==> src/rtl/muller_c_pipeline_pkg.sv <==
// Shared definitions for the clocked Muller C-element micropipeline:
// default geometry, handshake phase encoding and the C-element rule.
package muller_c_pipeline_pkg;

  localparam int DEFAULT_WIDTH = 8;
  localparam int DEFAULT_DEPTH = 4;

  typedef enum logic {
    PH_IDLE   = 1'b0,
    PH_ACTIVE = 1'b1
  } phase_e;

  // C-element with one inverted input: rises when a=1 and bN=0, falls when
  // a=0 and bN=1, otherwise keeps its current value.
  function automatic logic cElementNext(input logic a, input logic bN, input logic cur);
    logic result;
    result = cur;
    if (a && !bN) begin
      result = PH_ACTIVE;
    end else if (!a && bN) begin
      result = PH_IDLE;
    end
    return result;
  endfunction

endpackage

==> src/rtl/muller_c_cell.sv <==
// One synchronous C-element control stage. The second input is the
// acknowledge from the following stage, used in inverted sense.
module muller_c_cell
  import muller_c_pipeline_pkg::*;
(
  input  logic clk_i,
  input  logic rst_i,
  input  logic enable_i,
  input  logic a_i,
  input  logic b_n_i,
  output logic c_o
);

  logic cState_q;
  logic cState_d;

  // Evaluate the C rule only while enabled, otherwise hold the phase.
  always_comb begin
    cState_d = cState_q;
    if (enable_i) begin
      cState_d = cElementNext(a_i, b_n_i, cState_q);
    end
  end

  // Phase register, cleared to the idle phase by reset.
  always_ff @(posedge clk_i) begin
    if (rst_i) begin
      cState_q <= PH_IDLE;
    end else begin
      cState_q <= cState_d;
    end
  end

  assign c_o = cState_q;

endmodule

==> src/rtl/muller_c_pipeline.sv <==
// Clocked four-phase micropipeline: a chain of C-element stages, each
// gating a data register, with occupancy tracking and a sticky check for
// requests withdrawn before they were acknowledged.
module muller_c_pipeline
  import muller_c_pipeline_pkg::*;
#(
  parameter int WIDTH = DEFAULT_WIDTH,
  parameter int DEPTH = DEFAULT_DEPTH
) (
  input  logic                         wb_clk_i,
  input  logic                         wb_rst_i,
  input  logic                         enable,
  input  logic                         in_req,
  input  logic [WIDTH-1:0]             in_data,
  output logic                         in_ack,
  output logic                         out_req,
  output logic [WIDTH-1:0]             out_data,
  input  logic                         out_ack,
  output logic [$clog2(DEPTH+1)-1:0]   occupancy,
  output logic                         proto_err
);

  localparam int OCC_W = $clog2(DEPTH+1);

  logic [DEPTH-1:0] stageC;
  logic [DEPTH-1:0] stageA;
  logic [DEPTH-1:0] stageK;
  logic [DEPTH-1:0] stageCNext;
  logic [DEPTH-1:0] stageKNext;
  logic [DEPTH-1:0] stageFire;
  logic [DEPTH-1:0] pending;

  logic [WIDTH-1:0] stageData_q [DEPTH];
  logic [WIDTH-1:0] stageData_d [DEPTH];

  logic [OCC_W-1:0] occupancy_q;
  logic [OCC_W-1:0] occupancy_d;
  logic             protoErr_q;
  logic             protoErr_d;
  logic             prevInReq_q;
  logic             protoViolation;

  // Each stage listens to its predecessor's phase and is acknowledged by
  // its successor's phase; the ends connect to the external handshakes.
  always_comb begin
    stageA = {stageC[DEPTH-2:0], in_req};
    stageK = {out_ack, stageC[DEPTH-1:1]};
  end

  for (genvar i = 0; i < DEPTH; i++) begin : gStage
    muller_c_cell uCell (
      .clk_i    (wb_clk_i),
      .rst_i    (wb_rst_i),
      .enable_i (enable),
      .a_i      (stageA[i]),
      .b_n_i    (stageK[i]),
      .c_o      (stageC[i])
    );
  end

  // Predict each stage's next phase so data capture and occupancy can be
  // updated on the same edge as the C-elements themselves.
  always_comb begin
    stageCNext = stageC;
    stageFire  = '0;
    if (enable) begin
      for (int i = 0; i < DEPTH; i++) begin
        stageCNext[i] = cElementNext(stageA[i], stageK[i], stageC[i]);
        stageFire[i]  = stageCNext[i] != stageC[i];
      end
    end
  end

  // A stage whose phase moves latches the data that travelled with the
  // event: the input bus for stage 0, the predecessor's register otherwise.
  always_comb begin
    for (int i = 0; i < DEPTH; i++) begin
      stageData_d[i] = stageData_q[i];
    end
    if (stageFire[0]) begin
      stageData_d[0] = in_data;
    end
    for (int i = 1; i < DEPTH; i++) begin
      if (stageFire[i]) begin
        stageData_d[i] = stageData_q[i-1];
      end
    end
  end

  // Count stages whose event has not yet been acknowledged by their
  // consumer, looking at the phases that will exist after this edge.
  always_comb begin
    stageKNext  = {out_ack, stageCNext[DEPTH-1:1]};
    pending     = stageCNext ^ stageKNext;
    occupancy_d = occupancy_q;
    if (enable) begin
      occupancy_d = '0;
      for (int i = 0; i < DEPTH; i++) begin
        occupancy_d = occupancy_d + OCC_W'(pending[i]);
      end
    end
  end

  // Flag a request that moves again while its previous event is still
  // unacknowledged; this watches the pins even while the pipeline is frozen.
  always_comb begin
    protoViolation = (in_req != prevInReq_q) && (stageC[0] != prevInReq_q);
    protoErr_d     = protoErr_q | protoViolation;
  end

  // Data, occupancy and protocol-check state; reset discards every token.
  always_ff @(posedge wb_clk_i) begin
    if (wb_rst_i) begin
      for (int i = 0; i < DEPTH; i++) begin
        stageData_q[i] <= '0;
      end
      occupancy_q <= '0;
      protoErr_q  <= 1'b0;
      prevInReq_q <= PH_IDLE;
    end else begin
      for (int i = 0; i < DEPTH; i++) begin
        stageData_q[i] <= stageData_d[i];
      end
      occupancy_q <= occupancy_d;
      protoErr_q  <= protoErr_d;
      prevInReq_q <= in_req;
    end
  end

  assign in_ack    = stageC[0];
  assign out_req   = stageC[DEPTH-1];
  assign out_data  = stageData_q[DEPTH-1];
  assign occupancy = occupancy_q;
  assign proto_err = protoErr_q;

endmodule
==> config.mk <==
export PLATFORM = sky130hd
export DESIGN_NAME = muller_c_pipeline
export DESIGN_NICKNAME = d
export VERILOG_FILES = /design/src/rtl/muller_c_pipeline_pkg.sv /design/src/rtl/muller_c_cell.sv /design/src/rtl/muller_c_pipeline.sv
export SDC_FILE = /design/constraint.sdc
export NUM_CORES = 1
export LEC_CHECK = 0
export BUFFER_PORTS_ARGS = -buffer_cell sky130_fd_sc_hd__clkbuf_2
export CORE_UTILIZATION = 61
export DETAILED_ROUTE_END_ITERATION = 10
export PLACE_DENSITY = 0.9
export SLEW_MARGIN = 20
export SYNTH_ARGS = -nofsm -noshare
export SYNTH_HDL_FRONTEND = slang
export SYNTH_HIERARCHICAL = 1
export SYNTH_SLANG_ARGS = --single-unit
==> constraint.sdc <==
create_clock -name wb_clk_i -period 4.1 [get_ports wb_clk_i]
set_input_delay 0.205 -clock wb_clk_i [delete_from_list [all_inputs] [get_ports wb_clk_i]]
set_output_delay 0.205 -clock wb_clk_i [all_outputs]
set_load 0.03 [all_outputs]
==> impl_metrics.env <==
export IMPL_outcome="finished clean"
export IMPL_wire_per_inst_um=13.0
export IMPL_synth_area_um2=2040
export IMPL_drt_iter0_drc=26
export IMPL_cts_root_buf="clkbuf_4"
export IMPL_report_final_slew_viol_count=0
export IMPL_hold_buffers=0
export IMPL_synth_warning_count=6
export IMPL_route_vias_total=1382
export IMPL_relSlewSlack_pct=52.2
export IMPL_muxShareOfSynthArea_pct=19.6
export IMPL_finish_utilization_pct=71.2
export IMPL_setup_slack_ns=1.45
export IMPL_tightest_slew_ns=0.717
export IMPL_antenna_found_initial=0
export IMPL_r2r_end="occupancy[1]"
export IMPL_skew_ns=0.00795
export IMPL_hold_path_class="input pin to flop"
export IMPL_syn_nets=215
export IMPL_finalCriticalPeriod_ns=2.65
export IMPL_netlist_top_cells_count="nand2b_1 (44), dfxtp_1 (41), mux2i_1 (39), nor2_1 (7)"
export IMPL_clk_path_buf_depth=2
export IMPL_nNetsFinal=238
export IMPL_dr_pass1_iters=4
export IMPL_drive_above_1_share_pct=19.2
export IMPL_final_hold_violation_count=0
export IMPL_cts_setup_buffers=0
export IMPL_grt_max_degree=54
export IMPL_leakagePower_nw=1.04
export IMPL_synth_largest_area_cell="dfxtp_1"
export IMPL_h_tree_depth=2
export IMPL_cts_clk_slew_worst_paths_ns=0.11
export IMPL_dp_hpwl_um=2550
export IMPL_drv_cap=0
export IMPL_synth_top_cell_area_share_pct=40.1
export IMPL_placed_area_um2=2180
export IMPL_hold_ws_ns=0.0980
export IMPL_ir_drop_mv=0.226
export IMPL_design_area_um2=2230
export IMPL_ant_nets=0
export IMPL_core_um2=3130
export IMPL_routed_wl_um=3430
export IMPL_synth_compound_area_share_pct=6.24
export IMPL_clk_latency_ns=0.34
export IMPL_r2r_cells=9
export IMPL_path_max_fanout=16
export IMPL_grt_pass1_vias=1378
export IMPL_setup_violations=0
export IMPL_cts_repair_resize_count=0
export IMPL_rsz0062_at_grt="no"
export IMPL_yosysUniqueCellTypes=35
export IMPL_cp_end_kind="flop"
export IMPL_cts_made_buffers=5
export IMPL_cp_start_kind="flop"
export IMPL_p_per_area_nw_per_um2=299
export IMPL_diodes=0
export IMPL_worstSetupPathType="flop to flop"
export IMPL_die_y_um=59.9
export IMPL_grtUsageTotal_pct=21.7
export IMPL_yosysSeqAreaShare_pct=40.1
export IMPL_netlist_instances=195
export IMPL_regToRegSetupSlack_ns=1.45
export IMPL_ios=27
export IMPL_finalNonFillerCells=263
export IMPL_worstSetupStartpoint="gStage[1].uCell/c_o"
export IMPL_synth_adder_area_share_pct=4.65
export IMPL_grt_overflow=0
export IMPL_r2r_start="gStage[1].uCell/c_o"
export IMPL_tns_ns=0
export IMPL_avgViaCountPerCell=5.25
export IMPL_dp_slack_ns=1.47
export IMPL_fp_dieW_um=59.9
export IMPL_syn_to_final_growth_pct=8.94
export IMPL_endpoint="occupancy[1]"
export IMPL_cts_tree="built"
export IMPL_synth_top_family_by_area="simple AND/OR/NAND/NOR gates"
export IMPL_ys_ff_latch=41
export IMPL_portBuffers=26
export IMPL_postSynth_asyncResetShare_pct=0
export IMPL_cp_required_ns=4.30
export IMPL_syn_avg_cell_area_um2=10.5
export IMPL_start_util_pct=65.4
export IMPL_dp_cells=255
export IMPL_synth_area_top_cells="dfxtp_1 (40%), mux2i_1 (19%), nand2b_1 (13%)"
export IMPL_dieArea_um2=3590
export IMPL_arrival_ns=2.86
export IMPL_synth_edf_count=0
export IMPL_drc=0
export IMPL_total_power_uw=666
export IMPL_gp_routability_congestion=0.765
export IMPL_fmax_mhz=377
export IMPL_cts_sinks=41
export IMPL_finalCritPeriodShare_pct=64.7
export IMPL_ys_flop_type="dfxtp_1"
export IMPL_grt_pass1_wl_um=5730
export IMPL_synthSimpleGateAreaFrac_pct=23.5
export IMPL_synth_xor_area_share_pct=1.71
export IMPL_fp_row_count=20
export IMPL_synth_most_common_cell="nand2b_1"
placed cells by master, fill, tap and decap left out, drive strengths merged, types with 2 or more instances in the layout:
cell type | netlist | routed
mux2i | 39 | 39
nor2 | 7 | 7
nand4bb | 4 | 4
and3b | 2 | 2
xor2 | 4 | 4
o21ai | 6 | 6
inv | 6 | 6
clkbuf | 4 | 32
clkinv | 0 | 2
nor2b | 3 | 3
a21oi | 2 | 2
dfxtp | 41 | 41
nor3b | 2 | 2
and2b | 4 | 4
ha | 6 | 6
nand2b | 44 | 44
cell families after synthesis:
kind of cell             after synthesis
AO/OA/AOI/OAI                         14
XOR/XNOR                               4
adder cells (fa/ha/maj)                7
buffers and inverters                 17
flip-flops                            41
multiplexers                          40
AND/OR/NAND/NOR                       72
worst min path at each step:
stage	startpoint	end	slack [ns]	cells after the start
floorplan	in_req	prevInReq_q	0.33	1
global placement	in_data[1]	stageData_q[0][1]	0.45	3
detailed placement	in_data[7]	stageData_q[0][7]	0.46	3
CTS	in_data[0]	stageData_q[0][0]	0.09	3
global route	in_data[7]	stageData_q[0][7]	0.09	3
finish	in_data[0]	stageData_q[0][0]	0.1	3
layer usage:
layer	GRT usage [%]	share of wire [%]
met1	25.2	46
met2	37.5	50
met3	5.19	3.1
met4	9.63	0.99
met5	0	0
layout make-up:
type / instances / area [um2]
sequential: 41 / 821
clock buffer: 6 / 41.3
inverter: 6 / 22.5
clock inverter: 2 / 10.0
multi-input combinational: 137 / 1140
fill: 240 / 901
tap: 44 / 55.1
timing repair buffer: 27 / 138
state kept, by name, summed over array words and instances, names as in the netlist:
name,flops
proto_err,1
gStage.uCell/c_o,4
prevInReq_q,1
stageData_q,32
occupancy,3
report_power, final:
group          internal, mW  switching [mW]  leakage, nW
clock                0.0654           0.121       0.0320
sequential            0.406         0.00518        0.332
combinational        0.0315          0.0368        0.681
critical path: stages, from the launching register on:
cell and delay [ns]:
dfxtp_1 0.71, and3b_2 0.27, o21ai_1 0.17, o211ai_1 0.16, fa_1 0.53, inv_1 0.04, ha_1 0.19, ha_1 0.28
mux2i_1 0.13, nor2_1 0.05
Power figures use the tool's default switching activity.
